File: src/rtl/fetch_unit.sv
// Purpose : instruction fetch sequencer (IDLE/FETCH/HALT) driving a 4-bit PC
//           into instruction memory and registering the returned word in IR.
// Latency : one clock; INS for PC=n is captured into IR on the edge that ends PC=n.
// Backpressure: STALL freezes PC, IR, IR_VALID and state; JMP is ignored while stalled.
//
// Ports:
//   CLK       in   1  system clock, rising-edge
//   RST       in   1  asynchronous active-high reset
//   EN        in   1  run enable; 0 parks fetch in IDLE
//   STALL     in   1  downstream hold
//   JMP       in   1  load JMP_ADDR into PC instead of incrementing
//   JMP_ADDR  in   4  jump target
//   INS       in  16  instruction memory data for the current PC (same cycle)
//   PC        out  4  registered fetch address
//   IR        out 16  registered instruction
//   IR_VALID  out  1  IR holds a newly fetched instruction this cycle
//   HALTED    out  1  HALT state has been entered
module fetch_unit #(
  parameter logic [3:0] RESET_PC = 4'h0,
  parameter logic [7:0] HALT_OPC = 8'h03
) (
  input  logic        CLK,
  input  logic        RST,
  input  logic        EN,
  input  logic        STALL,
  input  logic        JMP,
  input  logic [3:0]  JMP_ADDR,
  input  logic [15:0] INS,
  output logic [3:0]  PC,
  output logic [15:0] IR,
  output logic        IR_VALID,
  output logic        HALTED
);

  typedef enum logic [1:0] {
    S_IDLE  = 2'd0,
    S_FETCH = 2'd1,
    S_HALT  = 2'd2
  } state_t;

  state_t      state_q, state_d;
  logic [3:0]  pc_q, pc_d;
  logic [15:0] ir_q, ir_d;
  logic        ir_valid_q, ir_valid_d;
  logic        halted_q, halted_d;

  logic        is_halt;
  assign is_halt = (INS[15:8] == HALT_OPC);

  always_ff @(posedge CLK or posedge RST) begin
    if (RST) begin
      state_q    <= S_IDLE;
      pc_q       <= RESET_PC;
      ir_q       <= 16'h0000;
      ir_valid_q <= 1'b0;
      halted_q   <= 1'b0;
    end else begin
      state_q    <= state_d;
      pc_q       <= pc_d;
      ir_q       <= ir_d;
      ir_valid_q <= ir_valid_d;
      halted_q   <= halted_d;
    end
  end

  always_comb begin
    state_d    = state_q;
    pc_d       = pc_q;
    ir_d       = ir_q;
    ir_valid_d = ir_valid_q;
    halted_d   = halted_q;

    unique case (state_q)
      S_IDLE: begin
        ir_valid_d = 1'b0;
        if (EN) state_d = S_FETCH;
      end

      S_FETCH: begin
        // Priority: STALL (hold all, even with EN=0) > EN=0 (park) > HALT > JMP > increment.
        if (!STALL) begin
          if (!EN) begin
            state_d    = S_IDLE;
            ir_valid_d = 1'b0;
          end else begin
            ir_d       = INS;
            ir_valid_d = 1'b1;
            if (is_halt) begin
              // PC stays on the HALT word; a concurrent JMP is dropped.
              state_d  = S_HALT;
              halted_d = 1'b1;
            end else if (JMP) begin
              pc_d = JMP_ADDR;
            end else begin
              pc_d = pc_q + 4'd1;  // wraps F->0 naturally
            end
          end
        end
      end

      S_HALT: begin
        // Only RST leaves HALT; all run controls are ignored here.
        ir_valid_d = 1'b0;
        halted_d   = 1'b1;
      end

      default: begin
        state_d    = S_IDLE;
        ir_valid_d = 1'b0;
      end
    endcase
  end

  assign PC       = pc_q;
  assign IR       = ir_q;
  assign IR_VALID = ir_valid_q;
  assign HALTED   = halted_q;

endmodule

File: config.mk
export PLATFORM = sky130hd
export DESIGN_NAME = fetch_unit
export DESIGN_NICKNAME = d
export VERILOG_FILES = /design/src/rtl/fetch_unit.sv
export SDC_FILE = /design/constraint.sdc
export NUM_CORES = 1
export LEC_CHECK = 0
export CAP_MARGIN = 20
export CORE_ASPECT_RATIO = 0.9
export CORE_UTILIZATION = 44
export DETAILED_ROUTE_END_ITERATION = 12
export PLACE_DENSITY = 0.84
export SKIP_LAST_GASP = 1
export SLEW_MARGIN = 5
export SYNTH_ARGS = -nofsm -noshare
export SYNTH_HDL_FRONTEND = slang
export SYNTH_SLANG_ARGS = --single-unit
export TNS_END_PERCENT = 10
File: constraint.sdc
create_clock -name CLK -period 3.5 [get_ports CLK]
set_clock_uncertainty 0.1 [all_clocks]
set_input_delay 0.35 -clock CLK [delete_from_list [all_inputs] [get_ports CLK]]
set_output_delay 0.35 -clock CLK [all_outputs]
set_load 0.02 [all_outputs]
==> flow_summary.ini <==
[floorplan]
fp.dieH_um = 48.9
die-area_sq_um = 2650
core_area_sq_um = 2240
num_rows = 16
initial_core_util_pct = 48.0
fp.dieW_um = 54.2
io_pins = 47

[logic_synthesis]
ys_seq_area_share_pct = 55.7
netlist_area_sq_um = 1080
synth.net_count = 137
ys_seq_elements = 24
synth-xor-area-share_pct = 0.813
synth_compound_area_share_pct = 8.01
synth_area_leader_cell = dfrtp_1
synthSimpleGateAreaFrac_pct = 24.7
synthFlopType = dfrtp_1
async_reset_ff_share_pct = 100
syn_avg_cell_area_sq_um = 9.71
syn_inst = 111
synth_edf_count = 0
yosysTopAreaCellShare_pct = 55.7
synth_top_family_by_area = simple AND/OR/NAND/NOR gates
yosysMostFrequentCell = nand2_1
synthAdderAreaFrac_pct = 1.16
ys_top_cells_by_area = dfrtp_1 56%, nand2_1 17%, mux2_1 3.1%
synth.area.mux_share_pct = 5.11
yosysWarningCount = 0
ys_top_cells_by_count = 50 x nand2_1, 24 x dfrtp_1, 5 x inv_1
synth.distinct_cells = 26

[clocking]
numCtsBuffers = 3
clkSlewWorstSetupHoldPaths_ns = 0.13
h-tree-depth = 1
hold_buffers = 0
post_cts_resized = 0
cts-root-buf = clkbuf_4
post-cts-setup-buffer-count = 0
clk_latency_ns = 0.32
cts_tree = yes
cts.sinks = 24
clockBufferDepth = 2

[timing]
maxSlewHeadroom_pct = 41.6
rsz0062_at_grt = no
fin_crit_sh_pct = 53.5
min_period_ns = 1.87
worst_pin_slew_ns = 0.875
setup_tns_ns = 0
setup_violations = 0
hold_viol_final = 0
hold-worst-slack_ns = 0.392
fmax_mhz = 534
final_max_slew_viol_count = 0

[pwr]
p_per_area_nw_per_um2 = 548
peakVddDrop_v = 0.000355
power_switching_mw = 0.276
pwr-share-comb_pct = 34.5
finalPower_mw = 0.878
seqPwrFrac_pct = 42.7
switching_share_pct = 31.4
intPower_mw = 0.602
p_leak_nw = 0.742
clock_power_share_pct = 22.8

[critical_path]
critPathSlowestCell = clkdlybuf4s50_1
start_kind = flip-flop
worst_ep_arrival_time_ns = 1.42
max_stage_delay_ns = 0.64
path_class = flip-flop to output pin
critPathTopFamily = buffers and inverters
crit_buf_inv = 1
crit_chain = clkdlybuf4s50_1
crit_required_ns = 3.05
critical_path.max_fanout = 6
end_kind = output pin

[layout]
layout-drive-gt1-share_pct = 6.37
fin_cells = 184
design_area_sq_um = 1600
syn2layout_area_growth_pct = 48.8
nFillCells = 189
n_antenna_cell = 0
final_nets = 184

[route]
vias = 900
drt-pass1-iter-count = 5
drc_errors = 0
finalWirelength_um = 2420
via_per_inst = 4.89
drtIter0Drc = 20
drtAntennaViolNets = 0
avgRoutedWirePerCell_um = 13.2

[placement]
dpl.cell_count = 180
routabilityCongestion = 0.705
placed_area_sq_um = 1550
hpwl_um = 1830
portBuffers = 46

[global_routing]
antenna_found_initial = 0
grt_overflow = 0
grt_first_pass_wirelength_um = 4010
grt_max_degree = 25
grt_pass1_vias = 841
grt_use_total_pct = 21.2

[run_status]
status = finished clean

[run]
cap_violations = 0

[min_path]
worstHoldPathType = flip-flop to flip-flop
final timing paths:
kind / to / slack (ns) / from / cells after the start
worst max register to register: PC[1] / 1.86 / state_q[1] / 4
min in group asynchronous: IR[0] / 0.40 / RST / 2
worst max-delay path: PC[0] / 1.63 / PC[0] / 1
max in group asynchronous: IR[5] / 2.37 / RST / 2
worst min-delay path: IR[7] / 0.39 / IR[7] / 2
worst min register to register: IR[7] / 0.39 / IR[7] / 2
power groups by stage:
stage	Combinational [mW]	Sequential [mW]	Clock [mW]
final	0.303	0.375	0.200
after global placement	0.295	0.376	0
after global routing	0.327	0.381	0.215
after CTS	0.307	0.375	0.204
after floorplan	0.0861	0.436	0
after detailed placement	0.306	0.380	0
layout by cell type, fill, tap and decap left out, drive strengths merged, types with 2 or more instances in the layout:
cell           instances
inv                    5
a21oi                  4
nand2                 50
o2bb2ai                2
and4bb                 2
clkbuf                 3
mux2                   4
a221oi                 2
dfrtp                 24
o21ai                  2
clkdlybuf4s50         46
flip-flops by register name, summed over array words and instances (netlist names):
signal    flops
PC            4
IR_VALID      1
IR           16
state_q       2
HALTED        1
cells by family after synthesis:
family	Yosys count
AND/OR/NAND/NOR	58
flip-flops	24
AO/OA/AOI/OAI	12
buffers and inverters	10
multiplexers	5
XOR/XNOR	1
adder cells (fa/ha/maj)	1
metal layers:
metal	GRT usage (%)	part of all wire (%)	routed length (um)	vias up
li1	-	-	-	452
met1	28.3	43	1050	411
met2	31.3	49	1180	30
met3	6.23	5.6	136	7
met4	9.40	2.7	65	0
met5	0	0	0	-
per-stage QoR:
stage | setup slack [ns] | util [%]
after floorplan | 1.97 | -
after global placement | 1.50 | 69.1
after detailed placement | 1.41 | 69.1
after CTS | 1.63 | 71.5
after global routing | 1.57 | 71.5
final | 1.63 | 71.5
cell type report:
class / count / area [sq um] / area share [%]
tap: 27 / 33.8 / 2.11
clock inverter: 1 / 30.0 / 1.87
inverter: 5 / 18.8 / 1.17
multi-input combinational: 77 / 429 / 26.8
sequential: 24 / 601 / 37.5
clock buffer: 3 / 22.5 / 1.41
timing repair buffer: 47 / 468 / 29.2
(Power assumes the default switching activity.)
